===== config.mk =====
export PLATFORM = sky130hd
export DESIGN_NAME = rx_frame_ctrl
export DESIGN_NICKNAME = d
export VERILOG_FILES = /design/src/rtl/rx_frame_ctrl_pkg.sv /design/src/rtl/rx_frame_ctrl_byte_packer.sv /design/src/rtl/rx_frame_ctrl.sv
export SDC_FILE = /design/constraint.sdc
export NUM_CORES = 1
export LEC_CHECK = 0
export ABC_AREA = 1
export CAP_MARGIN = 20
export CORE_MARGIN = 1
export CORE_UTILIZATION = 59
export DETAILED_ROUTE_END_ITERATION = 10
export PLACE_DENSITY = 0.82
export SLEW_MARGIN = 10
export SYNTH_ARGS = -nofsm -noshare
export SYNTH_HDL_FRONTEND = slang
export SYNTH_SLANG_ARGS = --single-unit

===== constraint.sdc =====
create_clock -name Clk -period 2.9 [get_ports Clk]
set_input_delay 0.87 -clock Clk [delete_from_list [all_inputs] [get_ports Clk]]
set_output_delay 0.87 -clock Clk [all_outputs]
set_load 0.05 [all_outputs]

===== src/rtl/rx_frame_ctrl_pkg.sv =====
// Shared definitions for the receive frame sequencer: state encoding,
// field lengths and SIGNAL field bit positions.
package rx_frame_ctrl_pkg;

  typedef enum logic [2:0] {
    ST_IDLE,
    ST_ARM,
    ST_SIGNAL,
    ST_SERVICE,
    ST_DATA,
    ST_FLUSH,
    ST_ERROR
  } state_t;

  localparam int SIG_BITS     = 24;
  localparam int SVC_BITS     = 16;
  localparam int HDR_OUT_BITS = SIG_BITS + SVC_BITS;

  localparam int RATE_LSB = 0;
  localparam int RATE_W   = 4;
  localparam int RES_POS  = 4;
  localparam int LEN_LSB  = 5;
  localparam int LEN_W    = 12;
  localparam int PAR_POS  = 17;

  // Even parity: XOR over RATE..PAR must come out zero.
  function automatic logic sig_parity_ok(input logic [SIG_BITS-1:0] sig);
    return ~^sig[PAR_POS:0];
  endfunction

endpackage


===== src/rtl/rx_frame_ctrl_byte_packer.sv =====
// Packs descrambled DATA bits into bytes, skipping the SIGNAL+SERVICE
// header bits that the descrambler also emits.
module rx_byte_packer
  import rx_frame_ctrl_pkg::*;
(
  input  logic             Clk,
  input  logic             Reset,
  input  logic             clr,
  input  logic             bit_i,
  input  logic             bit_vld_i,
  input  logic [LEN_W-1:0] len_i,
  output logic [7:0]       byte_o,
  output logic             byte_vld_o,
  output logic             byte_last_o
);

  logic [5:0]       out_cnt_q, out_cnt_d;
  logic [2:0]       bit_cnt_q, bit_cnt_d;
  logic [LEN_W-1:0] byte_cnt_q, byte_cnt_d;
  logic [6:0]       sr_q, sr_d;
  logic [7:0]       byte_q, byte_d;
  logic             vld_q, vld_d;
  logic             last_q, last_d;

  always_comb begin
    out_cnt_d  = out_cnt_q;
    bit_cnt_d  = bit_cnt_q;
    byte_cnt_d = byte_cnt_q;
    sr_d       = sr_q;
    byte_d     = byte_q;
    vld_d      = 1'b0;
    last_d     = 1'b0;
    if (clr) begin
      out_cnt_d  = '0;
      bit_cnt_d  = '0;
      byte_cnt_d = '0;
      sr_d       = '0;
    end else if (bit_vld_i) begin
      if (out_cnt_q < 6'(HDR_OUT_BITS)) begin
        out_cnt_d = out_cnt_q + 6'd1;
      end else begin
        // LSB-first: the newest bit enters at the top and walks down.
        sr_d      = {bit_i, sr_q[6:1]};
        bit_cnt_d = bit_cnt_q + 3'd1;
        if (bit_cnt_q == 3'd7) begin
          byte_d     = {bit_i, sr_q};
          vld_d      = 1'b1;
          byte_cnt_d = byte_cnt_q + 1'b1;
          last_d     = (byte_cnt_d == len_i);
        end
      end
    end
  end

  always_ff @(posedge Clk or negedge Reset) begin
    if (!Reset) begin
      out_cnt_q  <= '0;
      bit_cnt_q  <= '0;
      byte_cnt_q <= '0;
      sr_q       <= '0;
      byte_q     <= '0;
      vld_q      <= 1'b0;
      last_q     <= 1'b0;
    end else begin
      out_cnt_q  <= out_cnt_d;
      bit_cnt_q  <= bit_cnt_d;
      byte_cnt_q <= byte_cnt_d;
      sr_q       <= sr_d;
      byte_q     <= byte_d;
      vld_q      <= vld_d;
      last_q     <= last_d;
    end
  end

  assign byte_o      = byte_q;
  assign byte_vld_o  = vld_q;
  assign byte_last_o = last_q;

endmodule


===== src/rtl/rx_frame_ctrl.sv =====
// Receive frame sequencer: arms the descrambler, gates bits into it,
// decodes/checks SIGNAL, counts SERVICE/DATA and delivers packed bytes.
module rx_frame_ctrl
  import rx_frame_ctrl_pkg::*;
#(
  parameter int MAX_LEN    = 4095,
  parameter int ARM_CYCLES = 2
) (
  input  logic             Clk,
  input  logic             Reset,
  input  logic             start,
  input  logic             bit_in,
  input  logic             bit_in_valid,
  output logic             ds_reset_n,
  output logic             ds_data_in,
  output logic             ds_data_in_valid,
  input  logic             ds_data_out,
  input  logic             ds_data_out_valid,
  output logic [RATE_W-1:0] sig_rate,
  output logic [LEN_W-1:0]  sig_length,
  output logic             sig_valid,
  output logic             sig_err,
  output logic [7:0]       byte_out,
  output logic             byte_valid,
  output logic             byte_last,
  output logic             frame_done,
  output logic             busy
);

  localparam int ARM_W = $clog2(ARM_CYCLES + 1);

  state_t              state_q, state_d;
  logic [ARM_W-1:0]    arm_cnt_q, arm_cnt_d;
  logic [14:0]         in_cnt_q, in_cnt_d;
  logic [SIG_BITS-1:0] sig_sr_q, sig_sr_d;
  logic                chk_pend_q, chk_pend_d;
  logic [RATE_W-1:0]   sig_rate_q, sig_rate_d;
  logic [LEN_W-1:0]    sig_length_q, sig_length_d;
  logic [14:0]         data_bits;
  logic                sig_ok;
  logic                acc;
  logic                pk_valid, pk_last;

  assign ds_reset_n       = (state_q == ST_SIGNAL) || (state_q == ST_SERVICE) ||
                            (state_q == ST_DATA)   || (state_q == ST_FLUSH);
  assign busy             = (state_q != ST_IDLE);
  assign ds_data_in       = bit_in;
  assign ds_data_in_valid = bit_in_valid && ((state_q == ST_SIGNAL) ||
                            (state_q == ST_SERVICE) || (state_q == ST_DATA));
  assign acc              = ds_data_in_valid;
  assign data_bits        = 15'(sig_length_q) << 3;
  assign sig_ok           = sig_parity_ok(sig_sr_q) && !sig_sr_q[RES_POS] &&
                            (sig_length_q != '0) && (sig_length_q <= LEN_W'(MAX_LEN));

  always_comb begin
    state_d      = state_q;
    arm_cnt_d    = arm_cnt_q;
    in_cnt_d     = in_cnt_q;
    sig_sr_d     = sig_sr_q;
    chk_pend_d   = 1'b0;
    sig_rate_d   = sig_rate_q;
    sig_length_d = sig_length_q;
    sig_valid    = 1'b0;
    sig_err      = 1'b0;
    frame_done   = 1'b0;
    unique case (state_q)
      ST_IDLE: begin
        arm_cnt_d = '0;
        in_cnt_d  = '0;
        if (start) state_d = ST_ARM;
      end
      ST_ARM: begin
        if (arm_cnt_q == ARM_W'(ARM_CYCLES - 1)) begin
          state_d  = ST_SIGNAL;
          in_cnt_d = '0;
        end else begin
          arm_cnt_d = arm_cnt_q + 1'b1;
        end
      end
      ST_SIGNAL: begin
        if (chk_pend_q) begin
          // A bit arriving during the check cycle already belongs to SERVICE.
          if (acc) in_cnt_d = in_cnt_q + 15'd1;
          if (sig_ok) begin
            sig_valid = 1'b1;
            state_d   = ST_SERVICE;
          end else begin
            sig_err = 1'b1;
            state_d = ST_ERROR;
          end
        end else if (acc) begin
          sig_sr_d = {bit_in, sig_sr_q[SIG_BITS-1:1]};
          if (in_cnt_q == 15'(SIG_BITS - 1)) begin
            in_cnt_d     = '0;
            chk_pend_d   = 1'b1;
            sig_rate_d   = sig_sr_d[RATE_LSB +: RATE_W];
            sig_length_d = sig_sr_d[LEN_LSB +: LEN_W];
          end else begin
            in_cnt_d = in_cnt_q + 15'd1;
          end
        end
      end
      ST_SERVICE: begin
        if (acc) begin
          if (in_cnt_q == 15'(SVC_BITS - 1)) begin
            in_cnt_d = '0;
            state_d  = ST_DATA;
          end else begin
            in_cnt_d = in_cnt_q + 15'd1;
          end
        end
      end
      ST_DATA: begin
        if (acc) begin
          if (in_cnt_q == data_bits - 15'd1) begin
            in_cnt_d = '0;
            state_d  = ST_FLUSH;
          end else begin
            in_cnt_d = in_cnt_q + 15'd1;
          end
        end
      end
      ST_FLUSH: begin
        if (pk_valid && pk_last) begin
          frame_done = 1'b1;
          state_d    = ST_IDLE;
        end
      end
      ST_ERROR: state_d = ST_IDLE;
      default:  state_d = ST_IDLE;
    endcase
  end

  always_ff @(posedge Clk or negedge Reset) begin
    if (!Reset) begin
      state_q      <= ST_IDLE;
      arm_cnt_q    <= '0;
      in_cnt_q     <= '0;
      sig_sr_q     <= '0;
      chk_pend_q   <= 1'b0;
      sig_rate_q   <= '0;
      sig_length_q <= '0;
    end else begin
      state_q      <= state_d;
      arm_cnt_q    <= arm_cnt_d;
      in_cnt_q     <= in_cnt_d;
      sig_sr_q     <= sig_sr_d;
      chk_pend_q   <= chk_pend_d;
      sig_rate_q   <= sig_rate_d;
      sig_length_q <= sig_length_d;
    end
  end

  rx_byte_packer u_packer (
    .Clk         (Clk),
    .Reset       (Reset),
    .clr         (!ds_reset_n),
    .bit_i       (ds_data_out),
    .bit_vld_i   (ds_data_out_valid),
    .len_i       (sig_length_q),
    .byte_o      (byte_out),
    .byte_vld_o  (pk_valid),
    .byte_last_o (pk_last)
  );

  assign byte_valid = pk_valid;
  assign byte_last  = pk_last;
  assign sig_rate   = sig_rate_q;
  assign sig_length = sig_length_q;

endmodule


==> Yosys cells after proc, flatten, opt, wreduce, memory -nomap -nowiden <==
Cells that the tools add are included.
{ "classes": {"magnitude_cmp": 2, "n_mux": 55, "n_eq_ne": 25, "n_div": 0, "shifts": 0, "bitwise": 2, "mul": 0, "n_reduce_logical": 24, "add_sub_neg": 6} }
{ "ops": {"columns": ["cell", "n"], "rows": [
  ["two-way mux 15 bit", 9],
  ["case mux 15 bit (5 select lines)", 1],
  ["two-way mux 12 bit", 4],
  ["two-way mux 3 bit", 12],
  ["two-way mux 7 bit", 3],
  ["two-way mux 1 bit", 20],
  ["two-way mux 6 bit", 3],
  ["case mux 3 bit (6 select lines)", 1],
  ["XNOR reduction 18 bit", 1],
  ["inequality test 2 bit (second input constant)", 8],
  ["adder 15 x 1 -> 15 bit (second input constant)", 1],
  ["equality test 15 bit", 1],
  ["equality test 15 x 4 -> 1 bit (second input constant)", 1],
  ["equality test 15 x 5 -> 1 bit (second input constant)", 1],
  ["subtractor 15 x 1 -> 15 bit (second input constant)", 1],
  ["adder 12 x 1 -> 12 bit (second input constant)", 1],
  ["equality test 12 bit", 1],
  ["less-or-equal comparator 12 bit (second input constant)", 1],
  ["inequality test 2 x 1 -> 1 bit (second input constant)", 6],
  ["nonzero test 12 bit", 1],
  ["equality test 3 bit (second input constant)", 3],
  ["AND reduction 4 bit", 2],
  ["AND reduction 8 bit", 1],
  ["adder 6 x 1 -> 6 bit (second input constant)", 1],
  ["other kinds (19)", 30]
]} }
{ "word_totals": {"mem_bits_rw": 0, "ff_bits": 99, "output_inout_bits": 33, "rom_bits": 0, "inputBits": 7, "latchBits": 0, "word_cells": 128, "n_memories": 0} }

==> Depth between registers and ports, before layout <==
Gate-level depths: netlist of the first run.
{ "logic_depth": {"ltp_word": 7, "depth_mapped": 16, "ltp_nobuf": 16} }

==> By module <==
A second synthesis of the first run with hierarchy kept.
{ "hier_totals": {"hier_cells": 785, "hier_area_um2": 5808.1} }
{ "modules_own_cells": {"columns": ["module", "n_inst", "cells_each", "area_each_um2", "seq_area_each_um2"], "rows": [
  ["rx_frame_ctrl", 1, 525, 3794.9, 1526.5],
  ["rx_byte_packer", 1, 260, 2013.2, 950.9]
]} }

==> Worst setup path after synthesis of the first run <==
OpenSTA, ideal clock, no wires.
{ "synth_timing": {"path_type": "register to output", "start": "register sig_length_q[0], in the netlist sig_length[0]", "end": "output port sig_err", "n_path_buf": 0, "required_ns": 2.030, "t_arrival_ns": 2.321, "path_stages_with_launch": 11, "path_slack_ns": -0.291, "path_cell_list": "dfrtp_1 -> inv_1 -> ha_1 -> nand3_4 -> nor2_4 -> nand2_1 -> o31ai_1 -> inv_1 -> nand2_1 -> nand2_1 -> nor2_1"} }
{ "synth_between": {"elab_chain_len": 6} }
{ "synth_lines": {"columns": ["item", "line_no", "rtl"], "rows": [
  ["start: declaration", "rx_frame_ctrl.sv:38", "logic [LEN_W-1:0] sig_length_q, sig_length_d;"],
  ["start signal: assignment", "rx_frame_ctrl.sv:150", "sig_length_q <= sig_length_d;"],
  ["branches (longest 2 deep; another with less-or-equal comparator 12 bit)", null, null],
  ["logical AND 1 bit (*)", "rx_frame_ctrl.sv:53", "(sig_length_q != '0) && (sig_length_q <= LEN_W'(MAX_LEN));"],
  ["two-way mux 1 bit (*)", "rx_frame_ctrl.sv:84", "if (sig_ok) begin"],
  ["two-way mux 1 bit (*)", "rx_frame_ctrl.sv:81", "if (chk_pend_q) begin"],
  ["two-way mux 1 bit (*)", "rx_frame_ctrl.sv:66", "unique case (state_q)"],
  ["end: declaration", "rx_frame_ctrl.sv:22", "output logic sig_err,"]
]} }
Mark *: on every way between the ends.

==> Worst setup path after layout of the first run <==
{ "layout_timing": {"start": "register sig_sr_q[11]", "end": "output port sig_valid"} }
{ "layout_between": {"elab_chain_len": 7} }
{ "layout_lines": {"columns": ["item", "line_no", "rtl"], "rows": [
  ["start: declaration", "rx_frame_ctrl.sv:35", "logic [SIG_BITS-1:0] sig_sr_q, sig_sr_d;"],
  ["start signal: assignment", "rx_frame_ctrl.sv:147", "sig_sr_q <= sig_sr_d;"],
  ["XNOR reduction 18 bit", "rx_frame_ctrl_pkg.sv:28", "return ~^sig[PAR_POS:0];"],
  ["logical AND 1 bit (2 in series)", "rx_frame_ctrl.sv:52", "assign sig_ok = sig_parity_ok(sig_sr_q) && !sig_sr_q[RES_POS] &&"],
  ["logical AND 1 bit", "rx_frame_ctrl.sv:53", null],
  ["two-way mux 1 bit", "rx_frame_ctrl.sv:84", null],
  ["two-way mux 1 bit", "rx_frame_ctrl.sv:81", null],
  ["two-way mux 1 bit", "rx_frame_ctrl.sv:66", null],
  ["end: declaration", "rx_frame_ctrl.sv:21", "output logic sig_valid,"]
]} }
No other way between the ends.

==> results of run 1 <==
[layer usage]
layer	up-vias	wire length [um]	track usage [%]
li1	2467	-	-
met1	2381	5559	34.50
met2	134	6353	47.02
met3	33	532	5.583
met4	0	335	11.37
met5	-	0	0
[critical path, delay by kind of cell (launching register included)]
kind	cells	cell delay, ps
DFF	1	440
buffers and inverters	2	270
and+or+nand+nor	12	980
[flip-flops by register name (all words and copies together) (netlist names)]
signal / cells
u_packer.byte_vld_o: 1
arm_cnt_q: 2
chk_pend_q: 1
u_packer.byte_cnt_q: 12
state_q: 3
u_packer.sr_q: 7
u_packer.byte_last_o: 1
in_cnt_q: 15
u_packer.out_cnt_q: 6
sig_sr_q: 24
u_packer.bit_cnt_q: 3
u_packer.byte_o: 8
sig_rate: 4
sig_length: 12
[kinds of logic (layout without fill, tap and decap cells)]
kind of cell / Yosys count / count (layout)
buffers and inverters: 114 / 186
AOI/OAI and AO/OA: 114 / 114
adders and majority gates: 7 / 7
and+or+nand+nor: 371 / 371
DFF: 99 / 99
xor gates and xnor gates: 32 / 32
[power by group through the flow]
stage	Clock, mW	Combinational [mW]	Sequential, mW
after floorplan	0	1.13	1.68
after global placement	0	1.48	1.69
after detailed placement	0	1.53	1.71
after CTS	0.915	1.57	1.69
after global routing	0.966	2.01	1.72
final	0.893	1.80	1.70
[synthesized netlist by cell type]
cell / instances
clkinv_1: 2
inv_1: 93
o21ai_1: 7
nor2_1: 70
xnor2_1: 11
nand4_1: 6
xor2_1: 21
nor3_1: 13
nor3_2: 1
nor2_2: 3
buf_4: 1
dfrtp_1: 99
buf_6: 1
a21oi_1: 38
inv_2: 3
or2_2: 2
buf_2: 8
a211oi_1: 4
o21a_1: 3
ha_1: 7
nand3b_1: 2
o31ai_1: 2
nand2_1: 223
nand3_1: 35
and3_1: 2
o21ai_0: 49
o221ai_1: 1
clkbuf_1: 6
o22ai_1: 7
nand3_2: 1
nor2_4: 5
nand3_4: 1
or2_4: 1
nand2_2: 6
a31oi_1: 3
[path summary, 6_finish.rpt]
check	start	endpoint	slack (ps)	cells after the start
max	sig_sr_q[11]	sig_valid	-50	14
min	Reset	in_cnt_q[9]	380	1
max reg2reg	state_q[0]	u_packer.byte_cnt_q[0]	560	10
min reg2reg	u_packer.byte_o[5]	u_packer.byte_o[5]	490	2
max in group asynchronous	Reset	sig_length[4]	1830	2
min in group Clk	u_packer.byte_o[5]	u_packer.byte_o[5]	490	2
[per-stage QoR]
stage | setup slack, ps | std cells
2_1_floorplan | -70.13 | 737
3_3_place_gp | 171.9 | 880
3_5_place_dp | 174.8 | 880
4_1_cts | 5.609 | 906
5_1_grt | -190.8 | 917
6_report | -49.19 | 917
[final cells by class]
| type | instances | area [um2] | area share (%) |
|---|---|---|---|
| multi-input cells | 524 | 2649 | 40.59 |
| flip-flops and latches | 99 | 2482 | 38.04 |
| repair buffers | 72 | 691.9 | 10.60 |
| inverters | 98 | 367.9 | 5.638 |
| well taps | 108 | 135.1 | 2.071 |
| clock buffers | 9 | 123.9 | 1.898 |
| clock inverters | 7 | 75.07 | 1.151 |
[what timing repair did]
action / CTS / global route
setup endpoints to repair: 2 / 3
gates resized for setup: 18 / 18
buffers inserted: 10 / 11
pin swaps: 7 / 5
==> out/summary.log, run 1 <==
[outcome] run status finished with violations
[outcome] violations in the final reports design-rule violations, negative setup slack
[sta] final count of negative-setup-slack endpoints 2
[global_routing] via count of the first global-routing pass 4842
[synth] flop and latch count out of synthesis 99
[sta] Hold Violations, Final 0
[floorplan] # IOs 40
[drt] Residual DRC 1
[power] proportion of power drawn by the clock network 20.3%
[synth] post-synthesis area per instance 7.436 um2
[floorplan] number of cell rows 34
[cells_and_area] final core utilization 73.74%
[min_path] path type of the worst min-delay path in2async
[synth] most area-hungry cell type in the Yosys netlist dfrtp_1
[power] switching power of the nets 1.897 mW
[placement] count of buffers inserted at the top-level ports 39
[synth] Syn Inst Count 737
[worst_setup_path] delay of the slowest cell on the worst path 440 ps
[power] Switching Fraction 43.20%
[synth] synthesized-area fraction occupied by xor and xnor cells 5.114%
[sta] Period Utilization, post-route 101.7%
[clock_tree] CTS Buf Count 9
[cells_and_area] area grow syn2layout 19.06%
[drt] count of routing violations after the opening detailed-route iteration 285
[placement] post-place instance area 6067 um2
[worst_setup_path] highest-delay cell along the critical path dfrtp_1
[power] static leakage power 3.157 nW
[worst_setup_path] Critical Path Source Type register
[sta] final setup margin -49.19 ps
[global_routing] maximum number of pins on one net before global-route repair 51
[floorplan] Core Footprint 8848 um2
[flow_run] max-cap violation count 0
[sta] Layout Skew 14.66 ps
[cells_and_area] count of filler cells inserted in the layout 651
[clock_tree] clock root buffer master clkbuf_8
[clock_tree] total clock sinks 99
[drt] number of nets still failing antenna checks after routing 0
[sta] Min Clock Period, post-route 2949 ps
[synth] fraction of post-synthesis cell area in the top cell type by area 45.21%
[cells_and_area] count of inserted antenna diode cells 0
[power] Seq pwr share 38.6%
[power] Final Power 4.392 mW
[clock_tree] level count of the clock H-tree 3
[synth] post-synthesis share of cell area spent on full adders, half adders and majority gates 1.598%
[cells_and_area] layout cells sized above 1 13.72%
[power] combinational group share of total power 41.1%
[clock_tree] cts hold-fix bufs 0
[worst_setup_path] worst endpoint data arrival time 2080 ps
[worst_setup_path] category of the worst setup path capture point output pin
[drt] aggregate routed wire length 12780 um
[synth] post-synthesis mux area share 0%
[synth] Warnings, synthesis 0
[sta] Max Slew Vio Count 0
[clock_tree] CTS tree yes
[drt] Initial DRT Pass Iterations 10
[worst_setup_path] critical path fanouts, max 4
[sta] unrepaired setup endpoints after global routing yes
[sta] Peak Freq 0.3391 GHz
[sta] Least-Margin Pin Slew 574.2 ps
[synth] Compound-Gate Fraction of Synth Area 11.12%
[global_routing] first-pass GRT wire length 21290 um
[synth] cell types occupying the most area after synthesis dfrtp_1 (45%), nand2_1 (15%), inv_1 (6.4%), nor2_1 (4.8%), o21ai_0 (4.5%)
[sta] Total Negative Setup Slacks -65.44 ps
[drt] detailed-route via count 5015
[power] internal power summed over all cells 2.494 mW
[synth] main combinational cell family by area after synthesis simple AND/OR/NAND/NOR gates
[clock_tree] clock transition at the register clock pins on the worst setup and hold paths after CTS 110 ps
[cells_and_area] Final nets 818
[synth] net count after synthesis 751
[cells_and_area] post-layout instance area 6525 um2
[synth] Yosys cell types 35
[global_routing] total grt overflow 0
[power] PwrDens 673.0 nW/um2
[power] VDD IR-drop max 0.6242 mV
[cells_and_area] most used cells in the layout excluding fill and tap cells nand2_1 (215), dfrtp_1 (95), inv_1 (83)
[sta] worst hold margin 384.6 ps
[synth] Seq/Total Area, Yosys 45.21%
[clock_tree] Worst-Skew Late Latency 380 ps
[floorplan] overall die area 9678 um2
[global_routing] initial antenna violation count 0
[worst_setup_path] Critical Setup Path Class reg2out
[cells_and_area] most frequent standard cell in the layout excluding fill and tap cells nand2_1
[floorplan] starting density of the core 61.93%
[worst_setup_path] CP most frequent cell nand2_1
[placement] Final HPWL DP 8987 um
[worst_setup_path] critical path, cell by cell inv_2, nand2_1, nand2_1, nand2_1, nand2_1, nand2_1, nand2_1, nand2_2, nand2_1, nand2_2, nand2_4, nand3_2, nor2_2, buf_6
[floorplan] chip height 98.38 um
[drt] Avg WL per Cell 13.94 um
[synth] Synth Area in Simple Gates 28.77%
[sta] Slew HR 61.72%
[placement] placer's final routability congestion estimate 0.8836
[synth] synthesized area 5480 um2
[global_routing] total routing usage reported by global routing 27.63%
[floorplan] x dimension of the die 98.38 um
[drt] mean number of vias per cell 5.469
[clock_tree] Max clock buf depth 2
[worst_setup_path] required arrival time at the worst endpoint 2030 ps
Note: power is estimated with default switching activity, not from simulation.
==> inputs of run 2 (changes only) <==
--- a/config.mk
+++ b/config.mk
@@ -6,7 +6,6 @@
 export NUM_CORES = 1
 export LEC_CHECK = 0
 export ABC_AREA = 1
-export CAP_MARGIN = 20
 export CORE_MARGIN = 1
 export CORE_UTILIZATION = 59
 export DETAILED_ROUTE_END_ITERATION = 10
==> results of run 2 <==
The final DEF is identical to that of run 1; final timing and power are the same.
==> inputs of run 3 (changes only) <==
==> constraint.sdc (replaced) <==
create_clock -name Clk -period 3.37 [get_ports Clk]
set_input_delay 1.011 -clock Clk [delete_from_list [all_inputs] [get_ports Clk]]
set_output_delay 1.011 -clock Clk [all_outputs]
set_load 0.05 [all_outputs]
==> out/summary.log, run 3 (synthesized netlist as in run 1, its figures left out) <==
[floorplan] # IOs 40
[power] combinational group share of total power 37.6%
[clock_tree] Worst-Skew Late Latency 370 ps
[sta] unrepaired setup endpoints after global routing no
[floorplan] x dimension of the die 98.38 um
[cells_and_area] layout cells sized above 1 7.487%
[cells_and_area] final core utilization 70.67%
[cells_and_area] Final nets 797
[global_routing] maximum number of pins on one net before global-route repair 52
[power] VDD IR-drop max 0.5400 mV
[flow_run] max-cap violation count 0
[clock_tree] clock root buffer master clkbuf_8
[drt] detailed-route via count 4841
[global_routing] initial antenna violation count 0
[drt] Initial DRT Pass Iterations 7
[placement] count of buffers inserted at the top-level ports 39
[sta] final count of negative-setup-slack endpoints 0
[placement] placer's final routability congestion estimate 0.9555
[min_path] Hold Startpoint u_packer.byte_o[3]
[drt] Avg WL per Cell 13.85 um
[clock_tree] CTS tree yes
[drt] number of nets still failing antenna checks after routing 0
[worst_setup_path] required arrival time at the worst endpoint 2360 ps
[sta] Least-Margin Pin Slew 646.0 ps
[worst_setup_path] category of the worst setup path capture point output pin
[drt] Residual DRC 0
[cells_and_area] area grow syn2layout 14.11%
[power] switching power of the nets 1.475 mW
[power] Final Power 3.513 mW
[sta] Layout Skew 14.50 ps
[placement] Final HPWL DP 9287 um
[global_routing] total routing usage reported by global routing 27.48%
[clock_tree] Max clock buf depth 2
[sta] Max Slew Vio Count 0
[outcome] run status finished, final reports clean
[global_routing] via count of the first global-routing pass 4681
[global_routing] first-pass GRT wire length 21060 um
[power] proportion of power drawn by the clock network 21.2%
[cells_and_area] registers with the highest flip-flop counts sig_sr_q: 24 flops, in_cnt_q: 15 flops
[worst_setup_path] critical path fanouts, max 5
[global_routing] total grt overflow 0
[drt] aggregate routed wire length 12410 um
[sta] Min Clock Period, post-route 3218 ps
[power] Switching Fraction 41.97%
[power] Seq pwr share 41.1%
[cells_and_area] flip-flop count of the largest register after layout 24
[clock_tree] cts hold-fix bufs 0
[floorplan] starting density of the core 61.93%
[floorplan] Core Footprint 8848 um2
[power] PwrDens 561.7 nW/um2
[cells_and_area] count of filler cells inserted in the layout 732
[clock_tree] level count of the clock H-tree 3
[sta] Peak Freq 0.3107 GHz
[worst_setup_path] startpoint of the worst-slack reg-to-reg timing path sig_length[1]
[floorplan] number of cell rows 34
[clock_tree] clock transition at the register clock pins on the worst setup and hold paths after CTS 100 ps
[floorplan] overall die area 9678 um2
[cells_and_area] count of inserted antenna diode cells 0
[cells_and_area] most frequent standard cell in the layout excluding fill and tap cells nand2_1
[drt] count of routing violations after the opening detailed-route iteration 267
[cells_and_area] register with the highest flop count sig_sr_q
[sta] Total Negative Setup Slacks 0 ps
[sta] Hold Violations, Final 0
[power] static leakage power 3.018 nW
[worst_setup_path] Critical Path Source Type register
[floorplan] chip height 98.38 um
[clock_tree] total clock sinks 99
[sta] Slew HR 56.93%
[drt] mean number of vias per cell 5.403
[power] internal power summed over all cells 2.038 mW
[min_path] path type of the worst min-delay path reg2reg
[worst_setup_path] worst endpoint data arrival time 2210 ps
[sta] Period Utilization, post-route 95.49%
[cells_and_area] most used cells in the layout excluding fill and tap cells nand2_1 (223), dfrtp_1 (99), inv_1 (93)
[worst_setup_path] Critical path origin sig_length[1]
[clock_tree] CTS Buf Count 9
[worst_setup_path] Critical Setup Path Class reg2out
==> run 3: cell count changes in the layout (fill, tap and decap cells not counted), sizes merged <==
cell	change
buf	-22
clkdlybuf4s50	+2
clkbuf	+1
dlymetal6s2s	-1
inv	-1
==> run 3: cell type report <==
cell class / count / area, um2 / area share, %
multi-input cells: 524 / 2564 / 41.00
clock inverters: 6 / 53.80 / 0.8603
flip-flops and latches: 99 / 2477 / 39.62
inverters: 98 / 367.9 / 5.882
well taps: 108 / 135.1 / 2.161
clock buffers: 10 / 137.6 / 2.201
repair buffers: 51 / 518.0 / 8.283
==> run 3: power groups by stage <==
| stage | clock (mW) | sequential (mW) | combinational [mW] |
|---|---|---|---|
| 3_3_place_gp | 0 | 1.46 | 1.27 |
| 6_report | 0.746 | 1.44 | 1.32 |
| 4_1_cts | 0.765 | 1.44 | 1.32 |
| 5_1_grt | 0.802 | 1.47 | 1.49 |
| 3_5_place_dp | 0 | 1.47 | 1.30 |
| 2_1_floorplan | 0 | 1.44 | 0.972 |
==> run 3: worst paths after layout <==
path | to | slack (ps) | depth (start not counted)
setup / recovery | sig_err | 150 | 11
hold / removal | u_packer.byte_o[3] | 490 | 2
setup reg to reg | in_cnt_q[3] | 1210 | 13
hold reg to reg | u_packer.byte_o[3] | 490 | 2
max in group asynchronous | sig_sr_q[19] | 2000 | 2
min in group asynchronous | in_cnt_q[12] | 650 | 1
==> run 3: worst max-delay path, cell delays in order, from the launching register on <==
cell	delay [ps]
dfrtp_1	420
inv_1	100
ha_2	220
nand3_4	110
nor2_4	140
nand2_1	100
o31ai_2	220
inv_1	90
nand2_1	70
nand2_1	80
nor2_2	140
buf_12	150
==> run 3: what timing repair did <==
| action | 4_1_cts | 5_1_grt |
|---|---|---|
| gates resized for setup | 1 | 2 |
| setup buffers | 0 | 2 |
| endpoints found under the setup margin | 1 | 2 |
==> run 3: per-layer routing <==
| layer | wire length [um] | GRT usage, % | up-vias |
|---|---|---|---|
| met5 | 0 | 0 | - |
| met4 | 292 | 11.14 | 0 |
| met3 | 655 | 4.009 | 27 |
| met2 | 6023 | 45.88 | 123 |
| met1 | 5433 | 36.19 | 2271 |
| li1 | - | - | 2420 |
==> run 3: stage by stage <==
stage	cell area [um2]	instances	setup WS (ps)	hold slack, ps
3_3_place_gp	6037	878	361.7	460.3
5_1_grt	6254	896	24.61	517.9
2_1_floorplan	5480	737	38.46	442.2
6_report	6254	896	151.9	491.6
4_1_cts	6231	894	50.06	496.0
3_5_place_dp	6037	878	348.3	469.2
